## config.mk

```make
export PLATFORM = sky130hd
export DESIGN_NAME = pmem_arbiter_flat
export DESIGN_NICKNAME = d
export VERILOG_FILES = /design/src/rtl/pmem_arbiter_if.sv /design/src/rtl/pmem_arbiter.sv /design/src/flat_wrapper.sv
export SDC_FILE = /design/constraint.sdc
export NUM_CORES = 1
export LEC_CHECK = 0
export ABC_CLOCK_PERIOD_IN_PS = 5200
export CAP_MARGIN = 20
export CORE_AREA = 2 2 337 339
export CTS_BUF_LIST = sky130_fd_sc_hd__clkbuf_2 sky130_fd_sc_hd__clkbuf_4 sky130_fd_sc_hd__clkbuf_8
export DETAILED_ROUTE_END_ITERATION = 16
export DIE_AREA = 0 0 339 341
export PLACE_DENSITY_LB_ADDON = 0.2
export SYNTH_ARGS = -nofsm -noshare
export SYNTH_HDL_FRONTEND = slang
export SYNTH_SLANG_ARGS = --single-unit
```

## constraint.sdc

```tcl
create_clock -name clk -period 5.2 [get_ports clk]
set_clock_uncertainty 0.2 [all_clocks]
set_input_delay 0.78 -clock clk [delete_from_list [all_inputs] [get_ports clk]]
set_output_delay 0.78 -clock clk [all_outputs]
set_load 0.05 [all_outputs]
```

## src/rtl/pmem_arbiter_if.sv

```systemverilog
// Wishbone line-port bundle shared by the cache miss ports and the downstream L2 path.
// A bus master drives cyc/stb/we/sel/adr/dat_m; the slave answers with dat_s/ack/rty.
interface pmem_arbiter_if #(
  parameter int DATA_W = 128,
  parameter int ADR_W  = 12,
  parameter int SEL_W  = 16
);
  logic              cyc;
  logic              stb;
  logic              we;
  logic [SEL_W-1:0]  sel;
  logic [ADR_W-1:0]  adr;
  logic [DATA_W-1:0] dat_m;
  logic [DATA_W-1:0] dat_s;
  logic              ack;
  logic              rty;

  modport master (
    output cyc, stb, we, sel, adr, dat_m,
    input  dat_s, ack, rty
  );

  modport slave (
    input  cyc, stb, we, sel, adr, dat_m,
    output dat_s, ack, rty
  );
endinterface

```

## src/rtl/pmem_arbiter.sv

```systemverilog
// Round-robin two-master wishbone arbiter for I-cache/D-cache line misses onto one
// downstream port. Each grant lasts one transaction and ends with a one-cycle CYC-low bubble.
module pmem_arbiter #(
  parameter int DATA_W = 128,
  parameter int ADR_W  = 12,
  parameter int SEL_W  = 16
) (
  input  logic          clk,
  input  logic          rst,
  pmem_arbiter_if.slave  i_bus,
  pmem_arbiter_if.slave  d_bus,
  pmem_arbiter_if.master m_bus
);

  typedef enum logic [1:0] {
    IDLE    = 2'd0,
    GRANT_I = 2'd1,
    GRANT_D = 2'd2,
    RELEASE = 2'd3
  } state_t;

  state_t state;
  logic   last_d;
  logic   i_req;
  logic   d_req;
  logic   m_done;

  assign i_req  = i_bus.cyc & i_bus.stb;
  assign d_req  = d_bus.cyc & d_bus.stb;
  assign m_done = m_bus.ack | m_bus.rty;

  // Arbitration and grant lifetime depend only on registered state; m_ack never reaches m_cyc.
  always_ff @(posedge clk) begin
    if (rst) begin
      state  <= IDLE;
      last_d <= 1'b0;
    end else begin
      unique case (state)
        IDLE: begin
          if (d_req && (!i_req || !last_d)) begin
            state <= GRANT_D;
          end else if (i_req) begin
            state <= GRANT_I;
          end
        end
        GRANT_I: begin
          if (m_done) begin
            state  <= RELEASE;
            last_d <= 1'b0;
          end else if (!i_req) begin
            state <= RELEASE;
          end
        end
        GRANT_D: begin
          if (m_done) begin
            state  <= RELEASE;
            last_d <= 1'b1;
          end else if (!d_req) begin
            state <= RELEASE;
          end
        end
        RELEASE: state <= IDLE;
        default: state <= IDLE;
      endcase
    end
  end

  // The granted master's bus is steered through combinationally; everything else idles at 0.
  always_comb begin
    m_bus.cyc   = 1'b0;
    m_bus.stb   = 1'b0;
    m_bus.we    = 1'b0;
    m_bus.sel   = '0;
    m_bus.adr   = '0;
    m_bus.dat_m = '0;
    i_bus.ack   = 1'b0;
    i_bus.rty   = 1'b0;
    d_bus.ack   = 1'b0;
    d_bus.rty   = 1'b0;
    unique case (state)
      GRANT_I: begin
        m_bus.cyc   = i_req;
        m_bus.stb   = i_req;
        m_bus.we    = i_bus.we;
        m_bus.sel   = i_bus.sel;
        m_bus.adr   = i_bus.adr;
        m_bus.dat_m = i_bus.dat_m;
        i_bus.ack   = m_bus.ack;
        i_bus.rty   = m_bus.rty;
      end
      GRANT_D: begin
        m_bus.cyc   = d_req;
        m_bus.stb   = d_req;
        m_bus.we    = d_bus.we;
        m_bus.sel   = d_bus.sel;
        m_bus.adr   = d_bus.adr;
        m_bus.dat_m = d_bus.dat_m;
        d_bus.ack   = m_bus.ack;
        d_bus.rty   = m_bus.rty;
      end
      default: ;
    endcase
  end

  assign i_bus.dat_s = m_bus.dat_s;
  assign d_bus.dat_s = m_bus.dat_s;

endmodule

```

## src/flat_wrapper.sv

```systemverilog
// flat-port wrapper written by rule: the top's interface ports become plain ports
module pmem_arbiter_flat 
#(
  parameter int DATA_W = 128,
  parameter int ADR_W  = 12,
  parameter int SEL_W  = 16
)
  (clk, rst, i_bus_cyc, i_bus_stb, i_bus_we, i_bus_sel, i_bus_adr, i_bus_dat_m, i_bus_dat_s, i_bus_ack, i_bus_rty, d_bus_cyc, d_bus_stb, d_bus_we, d_bus_sel, d_bus_adr, d_bus_dat_m, d_bus_dat_s, d_bus_ack, d_bus_rty, m_bus_cyc, m_bus_stb, m_bus_we, m_bus_sel, m_bus_adr, m_bus_dat_m, m_bus_dat_s, m_bus_ack, m_bus_rty);
  pmem_arbiter_if #(.DATA_W(DATA_W), .ADR_W(ADR_W), .SEL_W(SEL_W)) i_bus_i ();
  pmem_arbiter_if #(.DATA_W(DATA_W), .ADR_W(ADR_W), .SEL_W(SEL_W)) d_bus_i ();
  pmem_arbiter_if #(.DATA_W(DATA_W), .ADR_W(ADR_W), .SEL_W(SEL_W)) m_bus_i ();
  input  logic clk;
  input  logic rst;
  input wire logic [$bits(i_bus_i.cyc)-1:0] i_bus_cyc;
  input wire logic [$bits(i_bus_i.stb)-1:0] i_bus_stb;
  input wire logic [$bits(i_bus_i.we)-1:0] i_bus_we;
  input wire logic [$bits(i_bus_i.sel)-1:0] i_bus_sel;
  input wire logic [$bits(i_bus_i.adr)-1:0] i_bus_adr;
  input wire logic [$bits(i_bus_i.dat_m)-1:0] i_bus_dat_m;
  output wire logic [$bits(i_bus_i.dat_s)-1:0] i_bus_dat_s;
  output wire logic [$bits(i_bus_i.ack)-1:0] i_bus_ack;
  output wire logic [$bits(i_bus_i.rty)-1:0] i_bus_rty;
  input wire logic [$bits(d_bus_i.cyc)-1:0] d_bus_cyc;
  input wire logic [$bits(d_bus_i.stb)-1:0] d_bus_stb;
  input wire logic [$bits(d_bus_i.we)-1:0] d_bus_we;
  input wire logic [$bits(d_bus_i.sel)-1:0] d_bus_sel;
  input wire logic [$bits(d_bus_i.adr)-1:0] d_bus_adr;
  input wire logic [$bits(d_bus_i.dat_m)-1:0] d_bus_dat_m;
  output wire logic [$bits(d_bus_i.dat_s)-1:0] d_bus_dat_s;
  output wire logic [$bits(d_bus_i.ack)-1:0] d_bus_ack;
  output wire logic [$bits(d_bus_i.rty)-1:0] d_bus_rty;
  output wire logic [$bits(m_bus_i.cyc)-1:0] m_bus_cyc;
  output wire logic [$bits(m_bus_i.stb)-1:0] m_bus_stb;
  output wire logic [$bits(m_bus_i.we)-1:0] m_bus_we;
  output wire logic [$bits(m_bus_i.sel)-1:0] m_bus_sel;
  output wire logic [$bits(m_bus_i.adr)-1:0] m_bus_adr;
  output wire logic [$bits(m_bus_i.dat_m)-1:0] m_bus_dat_m;
  input wire logic [$bits(m_bus_i.dat_s)-1:0] m_bus_dat_s;
  input wire logic [$bits(m_bus_i.ack)-1:0] m_bus_ack;
  input wire logic [$bits(m_bus_i.rty)-1:0] m_bus_rty;
  assign i_bus_i.cyc = i_bus_cyc;
  assign i_bus_i.stb = i_bus_stb;
  assign i_bus_i.we = i_bus_we;
  assign i_bus_i.sel = i_bus_sel;
  assign i_bus_i.adr = i_bus_adr;
  assign i_bus_i.dat_m = i_bus_dat_m;
  assign i_bus_dat_s = i_bus_i.dat_s;
  assign i_bus_ack = i_bus_i.ack;
  assign i_bus_rty = i_bus_i.rty;
  assign d_bus_i.cyc = d_bus_cyc;
  assign d_bus_i.stb = d_bus_stb;
  assign d_bus_i.we = d_bus_we;
  assign d_bus_i.sel = d_bus_sel;
  assign d_bus_i.adr = d_bus_adr;
  assign d_bus_i.dat_m = d_bus_dat_m;
  assign d_bus_dat_s = d_bus_i.dat_s;
  assign d_bus_ack = d_bus_i.ack;
  assign d_bus_rty = d_bus_i.rty;
  assign m_bus_cyc = m_bus_i.cyc;
  assign m_bus_stb = m_bus_i.stb;
  assign m_bus_we = m_bus_i.we;
  assign m_bus_sel = m_bus_i.sel;
  assign m_bus_adr = m_bus_i.adr;
  assign m_bus_dat_m = m_bus_i.dat_m;
  assign m_bus_i.dat_s = m_bus_dat_s;
  assign m_bus_i.ack = m_bus_ack;
  assign m_bus_i.rty = m_bus_rty;
  pmem_arbiter #(.DATA_W(DATA_W), .ADR_W(ADR_W), .SEL_W(SEL_W)) u_core (.clk(clk), .rst(rst), .i_bus(i_bus_i), .d_bus(d_bus_i), .m_bus(m_bus_i));
endmodule
```

Yosys cells after proc, flatten, opt, wreduce, memory -nomap -nowiden
Index checks and enable logic that the tools add are counted.
{ "totals": {"out_inout_bits": 419, "regBits": 3} }
{ "classes": {"eq_ne": 8, "reduce_logical": 8, "muxes": 19, "bitwise": 3} }
{ "ops": {"columns": ["operator", "count"], "rows": [
  ["$pmux 128 s2", 1],
  ["$pmux 16 s2", 1],
  ["$pmux 12 s2", 1],
  ["$mux 2", 6],
  ["$pmux 2 s4", 1],
  ["$mux 1", 6],
  ["$ne 3x3->1 const B", 2],
  ["$pmux 1 s2", 3],
  ["$reduce_and 3->1", 2],
  ["$eq 2x2->1 const B", 2],
  ["$ne 2x1->1 const B", 2],
  ["$ne 3x1->1 const B", 1],
  ["$and 1x1->1", 2],
  ["$eq 2x1->1 const B", 1],
  ["$logic_not 1->1", 2],
  ["$logic_not 2->1", 1],
  ["$reduce_bool 2->1", 1],
  ["$logic_and 1x1->1", 1],
  ["$logic_or 1x1->1", 1],
  ["$or 1x1->1", 1]
]} }

Logic depth before layout (Yosys ltp)
{ "depth": {"word_depth": 6, "mapped_depth": 7, "depth_no_buf": 6} }

Worst setup path before layout
No wires, ideal clock.
{ "synth_timing": {"kind": "register -> output", "from": "register u_core.state[0]", "to": "output m_bus_stb", "n_path_buf": 2, "stages_incl_launch_ff": 7, "slack_ps": 2176, "required_ps": 4220, "t_arrival_ps": 2044, "path_cell_list": "dfxtp_1 > inv_1 > ha_1 > inv_2 > buf_2 > a21oi_1 > buf_4"} }
{ "synth_between": {"elab_chain_len": 2, "elab_cells_between_ends": 3} }
{ "synth_rtl": {"columns": ["element", "line_no", "text"], "rows": [
  ["start, declared", "pmem_arbiter.sv:22", "state_t state;"],
  ["start signal, assigned", "pmem_arbiter.sv:35", "state <= IDLE;"],
  ["start signal, assigned", "pmem_arbiter.sv:41", "state <= GRANT_D;"],
  ["start signal, assigned", "pmem_arbiter.sv:43", "state <= GRANT_I;"],
  ["$eq 2x2->1 or $eq 2x1->1 (tied branches)", null, null],
  ["$pmux 1 s2 *", null, null],
  ["end, declared", "flat_wrapper.sv:33", "output wire logic [$bits(m_bus_i.stb)-1:0] m_bus_stb;"]
]} }
Every way passes the cells marked *; elsewhere a longest branch is shown, timed or not.

Worst setup path in the final report
{ "layout_timing": {"from": "register u_core.state[1]", "to": "output m_bus_dat_m[78]"} }
{ "layout_between": {"elab_chain_len": 2, "elab_cells_between_ends": 3} }
{ "layout_rtl": {"columns": ["element", "line_no", "text"], "rows": [
  ["$eq 2x2->1 or $eq 2x1->1 (tied branches)", "pmem_arbiter.sv:80", "unique case (state)"],
  ["$pmux 128 s2 *", "pmem_arbiter.sv:80", null],
  ["end, declared", "flat_wrapper.sv:37", "output wire logic [$bits(m_bus_i.dat_m)-1:0] m_bus_dat_m;"]
]} }
Marked as above.

==> flow_summary.yaml <==
sta:
  min_period_ns: 4.05
  rsz0062_at_grt: "false"
  slew_headroom_pct: 23.6
  holdWs_ns: 0.330
  tightest_slew_ns: 1.14
  post-route-period-util_pct: 78.0
  clock.fmax_ghz: 0.247
  setup_violations: 0
  setup_tns_ns: 0
  finalMaxSlewViolations: 0
  hold_viol_final: 0
detailed_routing:
  vias: 5487
  dr.first_iter.drc_count: 186
  routed_via_density: 2.33
  avgRoutedWirePerCell_um: 17.0
  ant_nets: 0
  drt-pass1-iter-count: 6
  drc_errors: 0
  wl_um: 40000
clock_tree:
  cts_hold_buf: 0
  tritoncts: "built"
  cts_buffer_depth: 2
  clk_latency_ns: 0.21
  cts_resized: 0
  cts_buffers: 3
  h-tree-depth: 1
  clkTransAtPathRegs_ns: 0.03
  cts_setup_buffers: 0
  root_buffer: "clkbuf_8"
  clock-sinks: 3
cells_and_area:
  layout_commonest_cell: "clkdlybuf4s50_1"
  drive_gt1_share_pct: 3.16
  final_cell_mix: "clkdlybuf4s50_1 (484), nor2_1 (160), a22oi_1 (157)"
  area_growth_pct: 114
  layout.nets: 1308
die:
  start_util_pct: 3.77
  die_y_um: 341
  die_w_um: 339
  rows: 123
  design.core.area_um2: 112000
  io_pins: 869
  dieArea_um2: 116000
synth:
  synth_cells: 659
  syn_avg_cell_area_um2: 6.40
  synth_area_um2: 4220
  synth_nets: 1112
  ys_seq_area_share_pct: 1.42
  ys_warn_count: 0
  post_synth_num_cell_types: 24
  ys_seq_elements: 3
worst_setup_path:
  required_ns: 4.22
  critPathKind: "flop to output port"
  start_kind: "flop"
  end_kind: "output port"
  cp_max_fo: 61
  slowest_stage: "clkdlybuf4s50_1"
  max_stage_delay_ns: 1.25
  worstPathCellList: "inv_1 -> ha_4 -> a22oi_1 -> nor2_1 -> clkdlybuf4s50_1"
  worstPathArrival_ns: 3.07
placed_design:
  dp_hpwl_um: 35400
  routabilityCongestion: 0.852
  io_buffers: 484
global_route:
  overflow: 0
  grt_pass1_vias: 5962
  gr-usage-all-layers_pct: 6.51
  grt_max_degree: 93
  antenna_found_initial: 14
  grt_pass1_wl_um: 52100
power_and_ir_drop:
  power_density_nw_per_um2: 420
  power.total_mw: 3.78
  leakage_nw: 2.52
  max-vdd-ir-drop_mv: 0.338
job:
  drv_cap: 0
run_status:
  status: "completed"
worst_hold_path:
  hold_class: "flop to flop"
-- cells in the mapped netlist --
cell type | number | area [µm²]
a21boi_2 | 1 | 11.3
a21oi_1 | 2 | 10.0
o22ai_1 | 2 | 12.5
o31ai_1 | 1 | 7.51
dfxtp_1 | 3 | 60.1
clkbuf_1 | 20 | 75.1
o311a_1 | 1 | 10.0
and3_1 | 1 | 6.26
buf_1 | 5 | 18.8
nand3_1 | 1 | 5.00
nor2_1 | 160 | 601
o21ai_1 | 2 | 10.0
a221oi_1 | 1 | 8.76
buf_6 | 2 | 22.5
and2_1 | 5 | 31.3
or4_1 | 1 | 7.51
buf_4 | 257 | 1930
inv_1 | 4 | 15.0
ha_1 | 3 | 37.5
buf_2 | 26 | 130
inv_2 | 1 | 3.75
a22oi_1 | 157 | 1180
nand3_2 | 2 | 20.0
o21ai_0 | 1 | 5.00
-- worst paths after layout --
check / from / endpoint / slack, ns / cells past startpoint
setup / recovery: u_core.state[1] / m_bus_dat_m[78] / 1.15 / 5
hold / removal: u_core.last_d / u_core.last_d / 0.33 / 2
setup reg to reg: u_core.state[0] / u_core.state[1] / 2.92 / 5
hold reg to reg: u_core.last_d / u_core.last_d / 0.33 / 2
-- cell type report --
class,instances,area (µm²)
fillers,13183,103000
repair buffers,501,5000
multi-input cells,341,1990
well taps,1500,1880
flip-flops and latches,3,60.1
clock buffers,4,48.8
inverters,5,23.8
diodes,5,12.5
-- kinds of logic (layout without fill, tap and decap cells) --
logic type / count (synthesis) / count (layout) / synth area share (%)
AOI/OAI and AO/OA: 168 / 168 / 29.7
adders and majority gates: 3 / 3 / 0.890
buffers and inverters: 315 / 510 / 52.0
DFF: 3 / 3 / 1.42
other: 0 / 5 / 0
and+or+nand+nor: 170 / 170 / 15.9
-- critical path, delay by kind of cell, from the launching register on --
family	cells	cell delay (ns)
AND/OR/NAND/NOR	1	0.14
flip-flops	1	0.32
buffers and inverters	2	1.38
AO/OA/AOI/OAI	1	0.20
adder cells (fa/ha/maj)	1	0.74
-- registers in the layout (all words and copies together) (netlist names) --
| signal | count |
|---|---|
| u_core.last_d | 1 |
| u_core.state | 2 |
-- per-stage QoR --
step           utilization, %  setup WS, ns  instances  instance area [µm²]
2_1_floorplan               -          2.18        659                 4220
3_3_place_gp             7.99          1.35       2350                 8940
3_5_place_dp             7.99          1.33       2350                 8940
4_1_cts                  8.04          1.09       2354                 8990
5_1_grt                  8.04         0.931       2355                 9000
6_report                 8.05          1.15       2359                 9010
-- power breakdown --
group	leakage (nW)	switching, mW	internal, mW
Combinational	2.47	2.52	1.15
Clock	0.0262	0.0137	0.0573
Sequential	0.0247	0.00816	0.0314
-- routing by layer --
metal / vias up / GRT usage, % / routed length (µm)
met2: 567 / 11.3 / 18800
li1: 2401 / - / -
met5: - / 0 / 42
met3: 63 / 4.65 / 6400
met1: 2448 / 6.16 / 13500
met4: 8 / 1.58 / 1200
Note: power is estimated with default switching activity, not from simulation.
